### config.mk
export PLATFORM = sky130hd
export DESIGN_NAME = imem_run_ctrl_flat
export DESIGN_NICKNAME = d
export VERILOG_FILES = /design/src/rtl/imem_run_ctrl_if.sv /design/src/rtl/imem_run_ctrl.sv /design/src/flat_wrapper.sv
export SDC_FILE = /design/constraint.sdc
export NUM_CORES = 1
export LEC_CHECK = 0
export ABC_AREA = 1
export CORE_MARGIN = 3
export CORE_UTILIZATION = 30
export CTS_BUF_LIST = sky130_fd_sc_hd__clkbuf_4
export CTS_CLUSTER_DIAMETER = 50
export DETAILED_ROUTE_END_ITERATION = 6
export HOLD_SLACK_MARGIN = 0.1
export PLACE_DENSITY = 0.72
export SETUP_SLACK_MARGIN = 0.1
export SKIP_LAST_GASP = 1
export SYNTH_ARGS = -nofsm -noshare
export SYNTH_HDL_FRONTEND = slang
export SYNTH_SLANG_ARGS = --single-unit
### constraint.sdc
create_clock -name clk -period 3.41 [get_ports clk]
set_input_delay 0.682 -clock clk [delete_from_list [all_inputs] [get_ports clk]]
set_output_delay 0.682 -clock clk [all_outputs]
set_load 0.05 [all_outputs]
### src/rtl/imem_run_ctrl_if.sv
// imem_run_ctrl_if
//   Bundles the single instruction-memory port with the fetch-stage
//   request/return path so that both travel as one bus between the
//   run controller and its environment (memory macro + fetch stage).
//
// Handshake semantics (fetch side):
//   fetch_req is a level request from the fetch stage. A request counts as
//   accepted only in a cycle where fetch_grant is high. Each accepted request
//   returns exactly one word: fetch_valid is high in the following cycle, and
//   fetch_instr holds the word in that cycle. A cycle with fetch_req high but
//   no fetch_grant is a bubble. The fetch stage holds its PC and retries.
//
// Signals:
//   mem_en/mem_we/mem_addr/mem_wdata : controller -> memory port
//   mem_rdata                        : memory -> controller, 1 cycle read latency
//   fetch_req/fetch_addr             : fetch stage -> controller
//   fetch_grant/fetch_valid/fetch_instr : controller -> fetch stage
// Modports:
//   master : run controller side
//   slave  : environment side (memory and fetch stage)
interface imem_run_ctrl_if #(
  parameter int ADDR_W = 16,
  parameter int DATA_W = 32
);
  logic              mem_en;
  logic              mem_we;
  logic [ADDR_W-1:0] mem_addr;
  logic [DATA_W-1:0] mem_wdata;
  logic [DATA_W-1:0] mem_rdata;
  logic              fetch_req;
  logic [ADDR_W-1:0] fetch_addr;
  logic              fetch_grant;
  logic              fetch_valid;
  logic [DATA_W-1:0] fetch_instr;

  modport master (
    output mem_en, mem_we, mem_addr, mem_wdata,
    input  mem_rdata,
    input  fetch_req, fetch_addr,
    output fetch_grant, fetch_valid, fetch_instr
  );

  modport slave (
    input  mem_en, mem_we, mem_addr, mem_wdata,
    output mem_rdata,
    output fetch_req, fetch_addr,
    input  fetch_grant, fetch_valid, fetch_instr
  );
endinterface

### src/rtl/imem_run_ctrl.sv
// imem_run_ctrl
//   Run controller and port arbiter for the CPU's single-port synchronous
//   instruction memory. Sequences IDLE -> LOAD -> IDLE -> RUN, and shares the
//   memory port between external instruction writes and CPU fetch reads.
//   External writes always win the port. Fetch reads are only served in RUN.
//
// Ports:
//   clk                 : system clock, rising edge
//   rst                 : asynchronous active-low reset
//   start               : global run request (level)
//   I_MEM_Write_Enable  : external instruction write strobe
//   I_MEM_Write_Addr    : external write address
//   I_MEM_Data_In       : external write data
//   bus                 : memory port + fetch path (imem_run_ctrl_if.master)
//   cpu_en              : high only in RUN (registered)
//   load_count          : writes accepted since last IDLE->LOAD, saturating
//   cycle_count         : cycles spent in RUN since last IDLE->RUN, wrapping
//   state               : FSM state, IDLE=0 LOAD=1 RUN=2
module imem_run_ctrl #(
  parameter int                ADDR_W = 16,
  parameter int                DATA_W = 32,
  parameter logic [DATA_W-1:0] NOOP   = '0
) (
  input  logic                clk,
  input  logic                rst,
  input  logic                start,
  input  logic                I_MEM_Write_Enable,
  input  logic [ADDR_W-1:0]   I_MEM_Write_Addr,
  input  logic [DATA_W-1:0]   I_MEM_Data_In,
  imem_run_ctrl_if.master     bus,
  output logic                cpu_en,
  output logic [ADDR_W:0]     load_count,
  output logic [31:0]         cycle_count,
  output logic [1:0]          state
);

  typedef enum logic [1:0] {
    IDLE = 2'd0,
    LOAD = 2'd1,
    RUN  = 2'd2
  } state_t;

  localparam logic [ADDR_W:0] LOAD_MAX = {1'b1, {ADDR_W{1'b0}}};
  localparam logic [ADDR_W:0] LOAD_ONE = {{ADDR_W{1'b0}}, 1'b1};

  state_t cur_state;
  state_t nxt_state;
  logic   wr_go;
  logic   rd_go;
  logic   fetch_valid_q;

  assign state = cur_state;

  // One access per cycle: a write steals the port even from a RUN fetch.
  assign wr_go = I_MEM_Write_Enable;
  assign rd_go = (cur_state == RUN) && bus.fetch_req && !I_MEM_Write_Enable;

  // Port drive is forced quiet while rst is asserted.
  always_comb begin
    bus.mem_en      = 1'b0;
    bus.mem_we      = 1'b0;
    bus.mem_addr    = '0;
    bus.mem_wdata   = '0;
    bus.fetch_grant = 1'b0;
    if (rst) begin
      if (wr_go) begin
        bus.mem_en    = 1'b1;
        bus.mem_we    = 1'b1;
        bus.mem_addr  = I_MEM_Write_Addr;
        bus.mem_wdata = I_MEM_Data_In;
      end else if (rd_go) begin
        bus.mem_en      = 1'b1;
        bus.mem_addr    = bus.fetch_addr;
        bus.fetch_grant = 1'b1;
      end
    end
  end

  // Write has priority over start in IDLE. start is ignored while loading.
  always_comb begin
    nxt_state = cur_state;
    case (cur_state)
      IDLE: begin
        if (I_MEM_Write_Enable) nxt_state = LOAD;
        else if (start)         nxt_state = RUN;
      end
      LOAD: if (!I_MEM_Write_Enable) nxt_state = IDLE;
      RUN:  if (!start)              nxt_state = IDLE;
      default: nxt_state = IDLE;
    endcase
  end

  always_ff @(posedge clk or negedge rst) begin
    if (!rst) begin
      cur_state     <= IDLE;
      cpu_en        <= 1'b0;
      fetch_valid_q <= 1'b0;
      load_count    <= '0;
      cycle_count   <= '0;
    end else begin
      cur_state     <= nxt_state;
      cpu_en        <= (nxt_state == RUN);
      fetch_valid_q <= rd_go;

      // The write that triggers IDLE->LOAD is itself the first one counted.
      if ((cur_state == IDLE) && (nxt_state == LOAD))
        load_count <= LOAD_ONE;
      else if (wr_go && (load_count != LOAD_MAX))
        load_count <= load_count + LOAD_ONE;

      if ((cur_state == IDLE) && (nxt_state == RUN))
        cycle_count <= '0;
      else if (cur_state == RUN)
        cycle_count <= cycle_count + 32'd1;
    end
  end

  // The memory's own output register holds the word read in the grant cycle,
  // so the returned instruction is that register qualified by the registered
  // valid flag. A bubble or reset shows NOOP.
  assign bus.fetch_valid = fetch_valid_q;
  assign bus.fetch_instr = fetch_valid_q ? bus.mem_rdata : NOOP;

endmodule

### src/flat_wrapper.sv
// flat-port wrapper written by rule: the top's interface ports become plain ports
module imem_run_ctrl_flat 
#(
  parameter int                ADDR_W = 16,
  parameter int                DATA_W = 32,
  parameter logic [DATA_W-1:0] NOOP   = '0
)
  (clk, rst, start, I_MEM_Write_Enable, I_MEM_Write_Addr, I_MEM_Data_In, cpu_en, load_count, cycle_count, state, bus_mem_en, bus_mem_we, bus_mem_addr, bus_mem_wdata, bus_mem_rdata, bus_fetch_req, bus_fetch_addr, bus_fetch_grant, bus_fetch_valid, bus_fetch_instr);
  imem_run_ctrl_if #(.ADDR_W(ADDR_W), .DATA_W(DATA_W)) bus_i ();
  input  logic clk;
  input  logic rst;
  input  logic start;
  input  logic I_MEM_Write_Enable;
  input  logic [ADDR_W-1:0] I_MEM_Write_Addr;
  input  logic [DATA_W-1:0] I_MEM_Data_In;
  output logic cpu_en;
  output logic [ADDR_W:0] load_count;
  output logic [31:0] cycle_count;
  output logic [1:0] state;
  output wire logic [$bits(bus_i.mem_en)-1:0] bus_mem_en;
  output wire logic [$bits(bus_i.mem_we)-1:0] bus_mem_we;
  output wire logic [$bits(bus_i.mem_addr)-1:0] bus_mem_addr;
  output wire logic [$bits(bus_i.mem_wdata)-1:0] bus_mem_wdata;
  input wire logic [$bits(bus_i.mem_rdata)-1:0] bus_mem_rdata;
  input wire logic [$bits(bus_i.fetch_req)-1:0] bus_fetch_req;
  input wire logic [$bits(bus_i.fetch_addr)-1:0] bus_fetch_addr;
  output wire logic [$bits(bus_i.fetch_grant)-1:0] bus_fetch_grant;
  output wire logic [$bits(bus_i.fetch_valid)-1:0] bus_fetch_valid;
  output wire logic [$bits(bus_i.fetch_instr)-1:0] bus_fetch_instr;
  assign bus_mem_en = bus_i.mem_en;
  assign bus_mem_we = bus_i.mem_we;
  assign bus_mem_addr = bus_i.mem_addr;
  assign bus_mem_wdata = bus_i.mem_wdata;
  assign bus_i.mem_rdata = bus_mem_rdata;
  assign bus_i.fetch_req = bus_fetch_req;
  assign bus_i.fetch_addr = bus_fetch_addr;
  assign bus_fetch_grant = bus_i.fetch_grant;
  assign bus_fetch_valid = bus_i.fetch_valid;
  assign bus_fetch_instr = bus_i.fetch_instr;
  imem_run_ctrl #(.ADDR_W(ADDR_W), .DATA_W(DATA_W), .NOOP(NOOP)) u_core (.clk(clk), .rst(rst), .start(start), .I_MEM_Write_Enable(I_MEM_Write_Enable), .I_MEM_Write_Addr(I_MEM_Write_Addr), .I_MEM_Data_In(I_MEM_Data_In), .bus(bus_i), .cpu_en(cpu_en), .load_count(load_count), .cycle_count(cycle_count), .state(state));
endmodule
Yosys cells after proc, flatten, opt, wreduce, memory -nomap -nowiden
Index checks and enable logic that the tools add are counted.

word-level totals
  logic and storage cells = 43
  register bits after elaboration = 53
  input port bits = 101
  output and inout port bits = 136

operators by class
  $add $sub $neg = 2
  equal/unequal tests = 5
  muxes and demuxes = 22
  reduce and logical (&&, ||, !) cells = 9

operators by type and width
  operator                                                          number
  32-bit two-way mux                                                5
  16-bit two-way mux                                                3
  17-bit two-way mux                                                2
  32-bit by 1-bit adder with 32-bit output (second input constant)  1
  17-bit by 1-bit adder with 17-bit output (second input constant)  1
  17-bit inequality test (second input constant)                    1
  2-bit two-way mux                                                 4
  1-bit two-way mux                                                 7
  2-bit one-hot mux with 3 select lines                             1
  1-bit logical AND                                                 5
  2-bit by 1-bit == test with 1-bit output (second input constant)  2
  2-bit == test (second input constant)                             2
  2-bit nonzero test                                                2
  2-bit zero test                                                   1
  1-bit zero test                                                   1

Logic depth before layout (Yosys ltp)
  depth after elaboration = 6
  mapped depth = 10
  mapped depth without buffers = 10

Least setup slack after synthesis
No wires, ideal clock.

  path type = reg-to-output
  from = reg u_core.cur_state[1], in the netlist u_core.state[1]
  to = out bus_mem_en
  stages on the path, launching flop included = 5
  arrival = 2131 ps
  setup slack = 597 ps
  path through = dfrtp_1 > nand2_2 > inv_2 > nand2_2 > a21boi_0

on the way
  cells in the longest elaborated chain, start to end = 6

ends and longest elaborated chain
  element                          line                  text
  start: declaration               imem_run_ctrl.sv:46   state_t cur_state;
  start signal: assignment         imem_run_ctrl.sv:101  cur_state <= nxt_state;
  2-bit == test                    imem_run_ctrl.sv:56   assign rd_go = (cur_state == RUN) && bus.fetch_req && !I_MEM_Write_Enable;
  1-bit logical AND (2 in series)  imem_run_ctrl.sv:56
  1-bit two-way mux                imem_run_ctrl.sv:71   end else if (rd_go) begin
  1-bit two-way mux                imem_run_ctrl.sv:66   if (wr_go) begin
  1-bit two-way mux                imem_run_ctrl.sv:65   if (rst) begin
  end: declaration                 flat_wrapper.sv:20    output wire logic [$bits(bus_i.mem_en)-1:0] bus_mem_en;

Every way passes these cells.

Worst setup path in the final report
  from = in I_MEM_Write_Enable
  to = out bus_mem_addr[6]

on the way
  cells in the longest elaborated chain, start to end = 5

ends and longest elaborated chain
  element               line                 text
  start: declaration    flat_wrapper.sv:13   input logic I_MEM_Write_Enable;
  1-bit zero test       imem_run_ctrl.sv:56
  1-bit logical AND     imem_run_ctrl.sv:56
  16-bit two-way mux    imem_run_ctrl.sv:71
  16-bit two-way mux *  imem_run_ctrl.sv:66
  16-bit two-way mux *  imem_run_ctrl.sv:65
  end: declaration      flat_wrapper.sv:22   output wire logic [$bits(bus_i.mem_addr)-1:0] bus_mem_addr;

Mark *: on every way between the ends. The rest lies on a longest branch, timed or not.

==> run metrics <==
most common cell after layout, fill and taps aside=nand2_1; io pins=237; die area=0.0145 sq mm; clock latency reported for the late side of the worst-skew pair=400 ps; largest net degree at the start of global routing=54; first-pass GRT wire length=24400 um; initial core utilization=0.310; CTS clock-pin slew for the worst setup and hold paths=170 ps; maximum cell stage delay along the critical path=480 ps; Crit path buffers/inverters=3; cts hold-fix bufs=0; number of failing hold endpoints at the final stage=0; share of post-route cells with drive strength above 1=0.0938; DRC errors left=0; sequential fraction of the synthesis area=0.337; total global routing track utilization=0.209; antenna fix cells=0; total chip power=1630 uW; routability cong.=0.878; relative slew slack=0.531; Hold Slack=508 ps; Slowest cell on crit path=clkdlybuf4s50_1; number of warnings issued by yosys=0; power density cells=240 mW/mm^2; chip height=121 um; CP max FO=17; Critical Path, Cell by Cell=clkdlybuf4s50_1 > nand2_1 > clkinv_1 > a22o_2 > buf_4; slew at the pin closest to its max-slew limit=702 ps; Final TNS setup=0 ps; Period Utilization, post-route=0.877; cell class contributing the biggest share of worst-path delay=buffers and inverters; type of element capturing the critical path=primary output; count of routing violations after the opening detailed-route iteration=364; CTS H-tree lvls=2; initial antenna violation count=0; buffers from clock root to sink, at most=2; outcome=completed; worst-case vdd ir drop=0.000147 V; number of maximum-capacitance violations=0; Crit path required time=2730 ps; gr ovfl total=0; number of placement rows=41; arrival time at the worst endpoint=2310 ps; number of buffer cells added on primary ports=236; min cycle time layout=2990 ps; Crit Path Category=primary input to primary output; Post-Synthesis Cells=653; unrepaired setup endpoints after global routing=no; Final nets=988; setup skew after layout=23.3 ps; Area growth, synth to finish=72.3%; Static Leakage=0.00336 uW; least setup slack across all paths after layout=421 ps; count of cells along the worst register-to-register path=9; clock tree from TritonCTS=built; Startpoint Class=primary input; RR Startpoint=u_core.load_count[0]; via count of the first global-routing pass=4581; number of sinks handled by clock tree synthesis=53; number of cells on the critical path=5; Hold WC Path Type=primary input to asynchronous set/reset pin; count of different cell masters after synthesis=30; Post-Route WL=15300 um; proportion of netlist area held by the largest area contributor=0.337; cell area after synthesis=0.00394 sq mm; flip-flop and latch count after synthesis=53; largest area contributor in the synthesized netlist=dfrtp_1; number of nets with antenna violations after routing=0; Via-to-Cell Ratio=4.49; number of nets produced by synthesis=757; number of buffers created by CTS=5; post-route core utilization=0.534; Setup Viol. Count Final=0; half-perimeter wire length after placement=12600 um; count of vias placed by the detailed router=4750; leading cell types in the layout, fill and taps excluded=189 x nand2_1, 184 x clkdlybuf4s50_1, 136 x nor2_1, 119 x inv_1, 53 x dfrtp_1; core region area=0.0127 sq mm; Post-Syn Area per Cell=6.03 sq um; launch point of the worst path=I_MEM_Write_Enable; highest clock rate=0.335 GHz; number of buffers inserted to repair setup after CTS=0; library cell used as clock root buffer=clkbuf_4; Chip Width=121 um; largest cells by area after synthesis=dfrtp_1 34%, nand2_1 18%, nor2_1 13%; final routed wire length divided by cell count=14.5 um; first-pass detailed-route iteration total=5; Final Slew Violations=0; number of gates resized after cts=0; Setup Slack @ Placement=450 ps
-- area by class of cell --
type | instances | area, sq um
Inverter | 123 | 462
Timing Repair Buffer | 241 | 2670
Sequential cell | 53 | 1330
Fill cell | 1278 | 5930
Tap cell | 172 | 215
Clock inverter | 3 | 17.5
Clock buffer | 5 | 37.5
Multi-Input combinational cell | 460 | 2060
-- metal layers --
metal | GRT usage | up-vias | part of all wire
met3 | 0.0659 | 10 | 0.091
met5 | 0 | - | 0
li1 | - | 2449 | -
met1 | 0.299 | 2130 | 0.45
met2 | 0.316 | 161 | 0.45
met4 | 0.0305 | 0 | 0.0061
-- registers in the layout (all words and copies together) (netlist names) --
register and flops:
u_core.cycle_count 32, u_core.load_count 17, u_core.state 2, u_core.bus.fetch_valid 1
u_core.cpu_en 1
-- cells in the mapped netlist (all sizes together) --
library cell  instances
nand4                13
and2                  1
dfrtp                53
a22o                 16
a22oi                 1
nand3                47
nor3                  5
buf                  11
xor2                  5
or2                   1
clkinv                1
ha                    3
clkbuf                6
nand2               192
inv                 122
a21oi                16
nor2                139
a2bb2oi               1
a21boi                1
xnor2                 1
o21bai                3
nand3b                1
o21ai                14
-- stage by stage --
| stage | cell area (sq um) | std cells |
|---|---|---|
| finish | 6790 | 1057 |
| global route | 6790 | 1057 |
| CTS | 6790 | 1057 |
| detailed placement | 6730 | 1049 |
| global placement | 6730 | 1049 |
| floorplan | 3940 | 653 |
-- worst reg2reg max path, delay by kind of cell, from the launching register on --
family / cells / cell delay [ps]
DFF: 1 / 510
buffers and inverters: 1 / 110
and+or+nand+nor: 7 / 1190
adders and majority gates: 1 / 210
-- cells by family (layout without fill, tap and decap cells) --
group                    count (synthesis)  after routing  share of synthesized area
AND/OR/NAND/NOR                        399            399                      0.412
buffers and inverters                  140            372                      0.140
flip-flops                              53             53                      0.337
AO/OA/AOI/OAI                           52             52                     0.0883
XOR/XNOR                                 6              6                     0.0133
adder cells (fa/ha/maj)                  3              3                    0.00953
-- where the power goes --
part	switching, uW	internal [uW]	total [uW]
logic	361	273	634
registers	49.7	654	703
clock network	214	78.8	293
-- path summary, 6_finish.rpt --
path                       slack, ps                      to
setup / recovery                 420         bus_mem_addr[6]
hold / removal                   510   u_core.cycle_count[3]
setup reg to reg                1340    u_core.load_count[1]
hold reg to reg                  540  u_core.cycle_count[13]
max in group asynchronous       2440   u_core.load_count[12]
min in group clk                 540  u_core.cycle_count[13]
Note: power is estimated with default switching activity, not from simulation.
